--- src/rtl/sdram_arb_pkg.sv ---
// ---------------------------------------------------------------------------
// sdram_arb_pkg
//   Shared widths, slot-phase constants and the per-port request record used
//   by the SDRAM slot arbiter and its round-robin picker.
//
//   Contents:
//     ADDR_W / DATA_W / BANK_W   SDRAM controller interface widths
//     S_ARB                      slot cycle at which arbitration is registered
//     S_DROP                     last slot cycle (strobes low) for the default
//                                16-cycle slot; slot_drop() for other lengths
//     port_req_t                 one requester's we/addr/bank/din bundle
// ---------------------------------------------------------------------------
package sdram_arb_pkg;

  localparam int ADDR_W = 23;
  localparam int DATA_W = 8;
  localparam int BANK_W = 2;

  localparam int DEF_SLOT_CYCLES = 16;

  // Slot phases. Arbitration is sampled on the edge that ends s = S_ARB;
  // the last cycle of a slot always has both strobes low.
  localparam int S_ARB  = 0;
  localparam int S_DROP = DEF_SLOT_CYCLES - 1;

  typedef struct packed {
    logic              we;
    logic [ADDR_W-1:0] addr;
    logic [BANK_W-1:0] bank;
    logic [DATA_W-1:0] din;
  } port_req_t;

  // Last slot cycle for an arbitrary slot length.
  function automatic int slot_drop(input int slot_cycles);
    return slot_cycles - 1;
  endfunction

endpackage

--- src/rtl/sdram_slot_arbiter_rr_picker.sv ---
// ---------------------------------------------------------------------------
// rr_picker
//   Purely combinational round-robin pick. The search begins at start_port
//   and walks upward with wraparound; the first requesting port wins.
//
//   Ports:
//     req           in  NPORTS  candidate vector
//     start_port    in  IDX_W   first port examined (one past the last grant)
//     grant_onehot  out NPORTS  winner, one-hot (all zero when none)
//     grant_idx     out IDX_W   winner index (0 when none)
//     grant_valid   out 1       a winner exists
// ---------------------------------------------------------------------------
module rr_picker #(
  parameter int NPORTS = 3,
  parameter int IDX_W  = 2
) (
  input  logic [NPORTS-1:0] req,
  input  logic [IDX_W-1:0]  start_port,
  output logic [NPORTS-1:0] grant_onehot,
  output logic [IDX_W-1:0]  grant_idx,
  output logic              grant_valid
);

  always_comb begin
    int p;
    grant_onehot = '0;
    grant_idx    = '0;
    grant_valid  = 1'b0;
    p            = 0;
    for (int k = 0; k < NPORTS; k++) begin
      // Rotated index; start_port is always < NPORTS so one wrap suffices.
      p = int'(start_port) + k;
      if (p >= NPORTS) begin
        p = p - NPORTS;
      end
      if (!grant_valid && req[p]) begin
        grant_valid     = 1'b1;
        grant_onehot[p] = 1'b1;
        grant_idx       = IDX_W'(p);
      end
    end
  end

endmodule

--- src/rtl/sdram_slot_arbiter.sv ---
// ---------------------------------------------------------------------------
// sdram_slot_arbiter
//   Time-slot arbiter sharing one 8-bit SDRAM controller among NPORTS
//   requesters. Each slot is SLOT_CYCLES clocks long; at most one access is
//   granted per slot (round-robin), and every REFRESH_SLOTS-th slot is left
//   idle so the controller can run auto-refresh.
//
//   Ports:
//     clk, reset            system clock, synchronous active-high reset
//     ram_init              SDRAM initialising: no new grants while high
//     req/we                per-port request level and write flag
//     addr/bank/din         per-port packed address, bank and write data
//     ack                   per-port one-cycle completion pulse
//     dout                  read data, valid in the ack cycle, held after
//     mem_clkref            slot reference: high for the first half slot
//     mem_oe/mem_we         read/write strobes, high s = 1 .. SLOT_CYCLES-2
//     mem_addr/bank/din     access parameters, stable for the whole slot
//     mem_dout              read data from the controller
// ---------------------------------------------------------------------------
module sdram_slot_arbiter
  import sdram_arb_pkg::*;
#(
  parameter int NPORTS        = 3,
  parameter int SLOT_CYCLES   = 16,
  parameter int DATA_CYCLE    = 10,
  parameter int REFRESH_SLOTS = 64
) (
  input  logic                     clk,
  input  logic                     reset,
  input  logic                     ram_init,
  input  logic [NPORTS-1:0]        req,
  input  logic [NPORTS-1:0]        we,
  input  logic [NPORTS*ADDR_W-1:0] addr,
  input  logic [NPORTS*BANK_W-1:0] bank,
  input  logic [NPORTS*DATA_W-1:0] din,
  output logic [NPORTS-1:0]        ack,
  output logic [DATA_W-1:0]        dout,
  output logic                     mem_clkref,
  output logic                     mem_oe,
  output logic                     mem_we,
  output logic [ADDR_W-1:0]        mem_addr,
  output logic [BANK_W-1:0]        mem_bank,
  output logic [DATA_W-1:0]        mem_din,
  input  logic [DATA_W-1:0]        mem_dout
);

  localparam int CNT_W = $clog2(SLOT_CYCLES);
  localparam int IDX_W = (NPORTS > 1) ? $clog2(NPORTS) : 1;
  localparam int REF_W = $clog2(REFRESH_SLOTS + 1);

  localparam logic [CNT_W-1:0] S_ARB_C    = CNT_W'(S_ARB);
  localparam logic [CNT_W-1:0] S_LAST_C   = CNT_W'(slot_drop(SLOT_CYCLES));
  // Strobes are cleared on the edge ending this cycle, so they read low
  // during the final slot cycle.
  localparam logic [CNT_W-1:0] S_OFF_C    = CNT_W'(slot_drop(SLOT_CYCLES) - 1);
  localparam logic [CNT_W-1:0] S_DATA_C   = CNT_W'(DATA_CYCLE);
  localparam logic [CNT_W-1:0] S_HALF_C   = CNT_W'(SLOT_CYCLES / 2);
  localparam logic [REF_W-1:0] REF_LAST_C = REF_W'(REFRESH_SLOTS - 1);
  localparam logic [IDX_W-1:0] IDX_LAST_C = IDX_W'(NPORTS - 1);

  // -------------------------------------------------------------------------
  // Per-port request records
  // -------------------------------------------------------------------------
  port_req_t port_req [NPORTS];

  generate
    for (genvar gi = 0; gi < NPORTS; gi++) begin : g_unpack
      assign port_req[gi] = '{
        we:   we[gi],
        addr: addr[gi*ADDR_W +: ADDR_W],
        bank: bank[gi*BANK_W +: BANK_W],
        din:  din[gi*DATA_W +: DATA_W]
      };
    end
  endgenerate

  // -------------------------------------------------------------------------
  // State
  // -------------------------------------------------------------------------
  logic [CNT_W-1:0]  s_reg, s_next;
  logic [REF_W-1:0]  ref_reg, ref_next;
  logic [IDX_W-1:0]  rr_ptr_reg, rr_ptr_next;      // first port searched
  logic              active_reg, active_next;      // slot carries an access
  logic [NPORTS-1:0] win_onehot_reg, win_onehot_next;
  logic              win_we_reg, win_we_next;
  logic              clkref_reg, clkref_next;
  logic              mem_oe_reg, mem_oe_next;
  logic              mem_we_reg, mem_we_next;
  logic [ADDR_W-1:0] mem_addr_reg, mem_addr_next;
  logic [BANK_W-1:0] mem_bank_reg, mem_bank_next;
  logic [DATA_W-1:0] mem_din_reg, mem_din_next;
  logic [NPORTS-1:0] ack_reg, ack_next;
  logic [DATA_W-1:0] dout_reg, dout_next;

  // -------------------------------------------------------------------------
  // Round-robin pick over the live request vector
  // -------------------------------------------------------------------------
  logic [NPORTS-1:0] pick_onehot;
  logic [IDX_W-1:0]  pick_idx;
  logic              pick_valid;
  port_req_t         win_req;

  rr_picker #(
    .NPORTS (NPORTS),
    .IDX_W  (IDX_W)
  ) u_rr_picker (
    .req          (req),
    .start_port   (rr_ptr_reg),
    .grant_onehot (pick_onehot),
    .grant_idx    (pick_idx),
    .grant_valid  (pick_valid)
  );

  // One-hot mux of the winning port's record.
  always_comb begin
    win_req = '0;
    for (int k = 0; k < NPORTS; k++) begin
      if (pick_onehot[k]) begin
        win_req = port_req[k];
      end
    end
  end

  // -------------------------------------------------------------------------
  // Next-state logic
  // -------------------------------------------------------------------------
  logic is_arb;
  logic refresh_slot;
  logic grant;

  always_comb begin
    s_next          = (s_reg == S_LAST_C) ? '0 : s_reg + 1'b1;
    clkref_next     = (s_next < S_HALF_C);

    is_arb          = (s_reg == S_ARB_C);
    refresh_slot    = (ref_reg == REF_LAST_C);
    grant           = is_arb && pick_valid && !ram_init && !refresh_slot;

    ref_next        = ref_reg;
    rr_ptr_next     = rr_ptr_reg;
    active_next     = active_reg;
    win_onehot_next = win_onehot_reg;
    win_we_next     = win_we_reg;
    mem_oe_next     = mem_oe_reg;
    mem_we_next     = mem_we_reg;
    mem_addr_next   = mem_addr_reg;
    mem_bank_next   = mem_bank_reg;
    mem_din_next    = mem_din_reg;
    ack_next        = '0;
    dout_next       = dout_reg;

    if (is_arb) begin
      // The refresh counter advances once per slot whether or not the slot
      // is granted; the idle slot itself restarts it.
      ref_next    = refresh_slot ? '0 : ref_reg + 1'b1;
      active_next = grant;
      if (grant) begin
        win_onehot_next = pick_onehot;
        win_we_next     = win_req.we;
        mem_oe_next     = ~win_req.we;
        mem_we_next     = win_req.we;
        mem_addr_next   = win_req.addr;
        mem_bank_next   = win_req.bank;
        mem_din_next    = win_req.din;
        rr_ptr_next     = (pick_idx == IDX_LAST_C) ? '0 : pick_idx + 1'b1;
      end
    end

    if (s_reg == S_OFF_C) begin
      mem_oe_next = 1'b0;
      mem_we_next = 1'b0;
    end

    // Read data is captured together with the ack so both appear in the
    // same cycle; the access completes even if req or ram_init changed.
    if ((s_reg == S_DATA_C) && active_reg) begin
      ack_next = win_onehot_reg;
      if (!win_we_reg) begin
        dout_next = mem_dout;
      end
    end
  end

  // -------------------------------------------------------------------------
  // State registers
  // -------------------------------------------------------------------------
  always_ff @(posedge clk) begin
    if (reset) begin
      s_reg          <= '0;
      ref_reg        <= '0;
      rr_ptr_reg     <= '0;
      active_reg     <= 1'b0;
      win_onehot_reg <= '0;
      win_we_reg     <= 1'b0;
      clkref_reg     <= 1'b0;
      mem_oe_reg     <= 1'b0;
      mem_we_reg     <= 1'b0;
      mem_addr_reg   <= '0;
      mem_bank_reg   <= '0;
      mem_din_reg    <= '0;
      ack_reg        <= '0;
      dout_reg       <= '0;
    end else begin
      s_reg          <= s_next;
      ref_reg        <= ref_next;
      rr_ptr_reg     <= rr_ptr_next;
      active_reg     <= active_next;
      win_onehot_reg <= win_onehot_next;
      win_we_reg     <= win_we_next;
      clkref_reg     <= clkref_next;
      mem_oe_reg     <= mem_oe_next;
      mem_we_reg     <= mem_we_next;
      mem_addr_reg   <= mem_addr_next;
      mem_bank_reg   <= mem_bank_next;
      mem_din_reg    <= mem_din_next;
      ack_reg        <= ack_next;
      dout_reg       <= dout_next;
    end
  end

  // -------------------------------------------------------------------------
  // Outputs
  // -------------------------------------------------------------------------
  assign ack        = ack_reg;
  assign dout       = dout_reg;
  assign mem_clkref = clkref_reg;
  assign mem_oe     = mem_oe_reg;
  assign mem_we     = mem_we_reg;
  assign mem_addr   = mem_addr_reg;
  assign mem_bank   = mem_bank_reg;
  assign mem_din    = mem_din_reg;

endmodule

--- config.mk ---
export PLATFORM = sky130hd
export DESIGN_NAME = sdram_slot_arbiter
export DESIGN_NICKNAME = d
export VERILOG_FILES = /design/src/rtl/sdram_arb_pkg.sv /design/src/rtl/sdram_slot_arbiter_rr_picker.sv /design/src/rtl/sdram_slot_arbiter.sv
export SDC_FILE = /design/constraint.sdc
export NUM_CORES = 1
export LEC_CHECK = 0
export BUFFER_PORTS_ARGS = -buffer_cell sky130_fd_sc_hd__buf_2
export CORE_MARGIN = 2
export CORE_UTILIZATION = 35
export DETAILED_ROUTE_END_ITERATION = 16
export PLACE_DENSITY = 0.75
export SYNTH_ARGS = -nofsm -noshare
export SYNTH_HDL_FRONTEND = slang
export SYNTH_SLANG_ARGS = --single-unit
--- constraint.sdc ---
create_clock -name clk -period 2.1 [get_ports clk]
set_input_delay 0.42 -clock clk [delete_from_list [all_inputs] [get_ports clk]]
set_output_delay 0.42 -clock clk [all_outputs]
set_load 0.05 [all_outputs]
=== Word-level counts from Yosys, hierarchy flattened ===
Cells that the tools add are included.

* Register bits: 65
* Latch bits: 0
* RAM bits: 0
* Bits in read-only memories: 0
* Input bits: 116
* Output and inout bits: 47
* Logic and storage cells: 93
* Memories kept: 0

* $add $sub $neg: 8
* $mul: 0
* Divide/modulo/power cells: 0
* Order comparisons: 10
* Eq/ne operators: 5
* Shift operators: 0
* Multiplexer cells: 33
* Bitwise gates (word level): 5
* Reduce and logical (&&, ||, !) cells: 18

{| class="wikitable"
|+ Operators by type and width
! cell !! number
|-
| 34-bit 2-to-1 mux || 3
|-
| 32-bit by 1-bit greater-or-equal comparator with 1-bit output, second input constant || 3
|-
| 32-bit by 4-bit < comparator with 1-bit output, second input constant || 3
|-
| 32-bit 2-to-1 mux || 3
|-
| 32-bit by 3-bit greater-or-equal comparator with 1-bit output, second input constant || 2
|-
| 32-bit by 3-bit subtractor with 32-bit output, second input constant || 2
|-
| 4-bit == test, second input constant || 3
|-
| 1-bit 2-to-1 mux || 12
|-
| 1-bit logical AND || 9
|-
| 3-bit 2-to-1 mux || 3
|-
| 2-bit 2-to-1 mux || 4
|-
| 7-bit by 1-bit adder with 7-bit output, second input constant || 1
|-
| 7-bit by 6-bit == test with 1-bit output, second input constant || 1
|-
| 7-bit 2-to-1 mux || 1
|-
| 1-bit binary-select mux with 2-bit select || 3
|-
| 1-bit demux with 2-bit select || 3
|-
| 3-bit bitwise OR || 2
|-
| 4-bit by 1-bit adder with 4-bit output, second input constant || 1
|-
| 1-bit zero test || 4
|-
| 4-bit zero test || 1
|-
| 4-bit < comparator, second input constant || 1
|-
| 4-bit 2-to-1 mux || 1
|-
| 2-bit AND reduction || 2
|-
| 2-bit OR reduction || 2
|-
| 7 further kinds || 9
|}

=== Logic depth before layout (Yosys ltp) ===
* Depth after elaboration: 16
* Mapped depth: 11
* Depth with buffers taken out: 8

=== Cells and area by module ===
Synthesis repeated with hierarchy kept, for this count alone.

* Cells, all modules: 379
* Area, all modules: 3392.0 um2

{| class="wikitable"
|+ By module, submodules not included
! module !! instances !! cells an instance !! area each (um2) !! seq. area each (um2)
|-
| sdram_slot_arbiter || 1 || 327 || 3010.4 || 1301.2
|-
| rr_picker || 1 || 52 || 381.6 || 0.0
|}

=== Worst setup path before layout ===
OpenSTA, ideal clock, no wires.

* Path kind: reg2reg
* Start point: register rr_ptr_reg[0]
* End point: register mem_addr_reg[10] (netlist: mem_addr[10])
* Setup time: 0.124 ns
* Data arrival time: 2.207 ns
* Required time: 1.976 ns
* Setup slack: -0.231 ns
* Stages on the path, launching flop included: 12
* Path buffers: 3
* Period minus slack after synthesis: 2.331 ns
* Cells stage by stage: dfxtp_1 inv_1 ha_1 buf_4 and3b_1 o221ai_1 a21oi_1 or2_1 buf_2 buf_2 a221oi_1 o21ai_1

* Cells in the longest elaborated chain, start to end: 16
* Elaborated cells on any way between the ends: 54
* Classes of those cells: add/sub (5); order compare (9); mux (27); bitwise (2); reduce/logical (11)

{| class="wikitable"
|+ RTL lines
! element !! RTL line !! source
|-
| start: declaration || sdram_slot_arbiter.sv:82 || <nowiki>logic [IDX_W-1:0] rr_ptr_reg, rr_ptr_next;</nowiki>
|-
| start signal: assignment || sdram_slot_arbiter.sv:206 || <nowiki>rr_ptr_reg <= rr_ptr_next;</nowiki>
|-
| branches (longest 16 deep; another with 32-bit by 3-bit subtractor with 32-bit output) || n/a ||
|-
| end signal: assignment || sdram_slot_arbiter.sv:213 || <nowiki>mem_addr_reg <= mem_addr_next;</nowiki>
|-
| end: declaration || sdram_slot_arbiter.sv:89 || <nowiki>logic [ADDR_W-1:0] mem_addr_reg, mem_addr_next;</nowiki>
|}

Several ways; the timed one is not identified. The select of a mux whose other input is x is not followed.
A chain may end at the register's enable or synchronous reset.

=== Worst setup path in the final report ===
* Start point: register rr_ptr_reg[1]
* End point: register mem_oe_reg (netlist: mem_oe)

* Cells in the longest elaborated chain, start to end: 16
* Elaborated cells on any way between the ends: 55
* Classes of those cells: add/sub (5); order compare (9); mux (27); bitwise (3); reduce/logical (11)

{| class="wikitable"
|+ RTL lines
! element !! RTL line !! source
|-
| branches (longest 16 deep; another with 32-bit by 3-bit subtractor with 32-bit output) || n/a ||
|-
| end signal: assignment || sdram_slot_arbiter.sv:211 || <nowiki>mem_oe_reg <= mem_oe_next;</nowiki>
|-
| end: declaration || sdram_slot_arbiter.sv:87 || <nowiki>logic mem_oe_reg, mem_oe_next;</nowiki>
|}

Several ways; the timed one is not identified. The select of a mux whose other input is x is not followed.

==> impl_metrics.tcl <==
set metrics [dict create \
    combPwrFrac 0.463 \
    critPathArrivalTime_ns 2.59 \
    grt_max_degree 36 \
    status "finished with violations" \
    crit_slowest_cell "dfxtp_4" \
    antennaDiodeCount 0 \
    grt_pass1_wl_mm 16.3 \
    crit_buf_inv 3 \
    drc 0 \
    cts_buffers 9 \
    fin_skew_ns 0.0104 \
    min_period_ns 2.29 \
    nNetsFinal 708 \
    crit_path_start "rr_ptr_reg[1]$_SDFFE_PP0P_" \
    seq_power_share 0.318 \
    core-area_mm2 0.00911 \
    ir_drop_mv 0.393 \
    gp_congestion 0.892 \
    viasPerCell 5.35 \
    failed_checks "negative setup slack" \
    path_cells "inv_4 -> ha_4 -> mux2i_4 -> buf_6 -> o221ai_4 -> a21oi_4 -> a211oi_4 -> buf_12 -> a2111oi_4 -> o221a_1" \
    fp-row-count 35 \
    r2r-start "rr_ptr_reg[1]$_SDFFE_PP0P_" \
    cts_tree "yes" \
    critical_path.endpoint "mem_oe$_SDFFE_PP0P_" \
    multi_input_area_mm2 0.00220 \
    relSlewSlack 0.665 \
    fillers 775 \
    clock_sinks 65 \
    routedWlPerCell_um 15.8 \
    drt_iter0_drc 152 \
    clockBufferDepth 2 \
    crit_cells 10 \
    portBuffers 162 \
    hold_path.class "in2reg" \
    synth_seq_cells 65 \
    synth.avg_cell_area_um2 8.57 \
    r2r_cells 10 \
    finalMaxSlewViolations 0 \
    synthTopCellsByArea "dfxtp_1 40%, a221oi_1 9.2%, o21ai_0 6.2%" \
    overflow 0 \
    ys_warn_count 0 \
    syn-cell-area_mm2 0.00323 \
    yosys_most_used_dff "dfxtp_1" \
    root_buffer "clkbuf_8" \
    ff_latch_area_mm2 0.00131 \
    grt_pass1_vias 3385 \
    syn_inst 377 \
    fmax_mhz 436 \
    synth_edf_count 0 \
    pwr-share-clk 0.219 \
    routed_wl_mm 11.1 \
    p_sw_w 0.00169 \
    worst_pin_slew_ns 0.502 \
    dr.pass1.iters 5 \
    rsz0062_at_grt "true" \
    ios 163 \
    switching_share 0.384 \
    setup_ws_ns -0.194 \
    critPathRequiredTime_ns 2.39 \
    ff2ff_setup_slack_ns -0.19 \
    vias 3747 \
    intPower_w 0.00270 \
    setup_violations 38 \
    drive_gt1_frac 0.520 \
    final_cell_mix "162 x buf_2, 63 x dfxtp_1, 47 x nand2_1" \
    final_hold_viol_count 0 \
    maxCapViolations 0 \
    ys_seq_area_frac 0.403 \
    yosysTopAreaCell "dfxtp_1" \
    critPathTopFamily "compound AO/OA/AOI/OAI gates" \
    die_x_um 100 \
    critPathMaxFanout 7 \
    ant_nets 0 \
    slowest_delay_ns 0.37 \
    largest_reg_flops 23 \
    min_period_over_period 1.09 \
    synthDistinctLibCells 56 \
    yosysTopAreaCellShare 0.403 \
    die_y_um 100 \
    start_util 0.355 \
    hpwlAfterDp_mm 7.80 \
    worstReg2RegEnd "mem_oe$_SDFFE_PP0P_" \
    p_per_area_mw_per_mm2 819 \
    syn-num-nets 501 \
    final_common_cell "buf_2" \
    dieArea_mm2 0.0100 \
    endpoint_kind "flip-flop" \
    hold_buffers 0 \
    cts_max_level 3 \
    leakage_nw 2.28 \
    clock_latency_ns 0.34 \
    areaGrowthSynthToFinish_pct 66.0 \
    grt_antenna_before_repair 0 \
    async_flop_share 0 \
    critPathLaunchType "flip-flop" \
    critPathKind "reg2reg" \
    path_clk_slew_ns 0.08 \
    postLayoutCoreUtil 0.588 \
    pre_cts_slack_ns -0.267 \
    grtUsageTotal 0.203 \
]
logic make-up (layout without fill, tap and decap cells):
| logic type | Yosys count | count (layout) | share of synthesized area |
|---|---|---|---|
| AOI/OAI and AO/OA | 142 | 142 | 0.303 |
| adders and majority gates | 8 | 8 | 0.0310 |
| muxes | 13 | 13 | 0.0422 |
| buffers and inverters | 36 | 248 | 0.0484 |
| xor gates and xnor gates | 4 | 4 | 0.0109 |
| DFF | 65 | 65 | 0.403 |
| and+or+nand+nor | 109 | 109 | 0.161 |
area by class of cell:
| type | count | area share |
|---|---|---|
| multi-input combinational | 276 | 0.410 |
| clock inverter | 7 | 0.0100 |
| sequential | 65 | 0.244 |
| timing repair buffer | 222 | 0.279 |
| tap | 111 | 0.0259 |
| inverter | 10 | 0.00747 |
| clock buffer | 9 | 0.0231 |
power by group through the flow:
stage	sequential [W]	clock [W]	combinational [W]
after global placement	0.00142	0	0.00169
after floorplan	0.00168	0	0.000885
after detailed placement	0.00142	0	0.00172
after global routing	0.00140	0.00105	0.00216
after CTS	0.00139	0.000984	0.00182
final	0.00139	0.000961	0.00203
cells in the mapped netlist, drive strengths merged, types with 2 or more instances:
master,instances
or2,2
clkbuf,13
a21oi,11
and2,8
nand4,2
a221oi,34
inv,10
o41ai,2
nand2,47
o311a,2
nand3b,2
o21a,2
nor3,3
ha,8
mux2i,11
a31oi,3
xnor2,2
nor3b,2
xor2,2
or3,2
nand3,6
dfxtp,65
nor2,26
mux2,2
buf,13
o21ai,75
nand2b,3
nor2b,3
through the flow:
stage                     area (um2)  std cells  hold WS [ns]  power [W]  TNS (ns)
final                           5360        700         0.309    0.00439     -5.50
after global routing            5360        700         0.307    0.00461     -10.0
after CTS                       5070        691         0.300    0.00419     -5.13
after detailed placement        4740        665         0.439    0.00315     -7.39
after global placement          4740        665         0.432    0.00311     -4.76
after floorplan                 3520        377         0.430    0.00257   -0.0340
tightest hold or removal path: stages:
cell	delay, ns
buf_2	0.08
mux2i_1	0.05
nor2_1	0.07
repair_timing:
action                     in CTS  in global routing
buffers inserted                9                  7
cloned                          1                  2
setup endpoints to repair      40                 41
pin swaps                       6                 10
resized for setup              11                 29
worst min path at each step:
stage | startpoint | to | depth (start not counted) | slack (ns)
after floorplan | win_onehot_reg[0]$_SDFFE_PP0P_ | ack[0]$_SDFF_PP0_ | 1 | 0.43
after global placement | mem_addr[12]$_SDFFE_PP0P_ | mem_addr[12]$_SDFFE_PP0P_ | 2 | 0.43
after detailed placement | mem_bank[0]$_SDFFE_PP0P_ | mem_bank[0]$_SDFFE_PP0P_ | 2 | 0.44
after CTS | mem_dout[7] | dout[7]$_SDFFE_PP0P_ | 3 | 0.30
after global routing | mem_dout[7] | dout[7]$_SDFFE_PP0P_ | 3 | 0.31
final | mem_dout[7] | dout[7]$_SDFFE_PP0P_ | 3 | 0.31
routing by layer:
metal,vias up,part of all wire,track usage
met5,-,0,0
met1,1800,0.41,0.248
li1,1807,-,-
met2,128,0.52,0.351
met3,12,0.056,0.0397
met4,0,0.015,0.0790
Note: power is estimated with default switching activity, not from simulation.
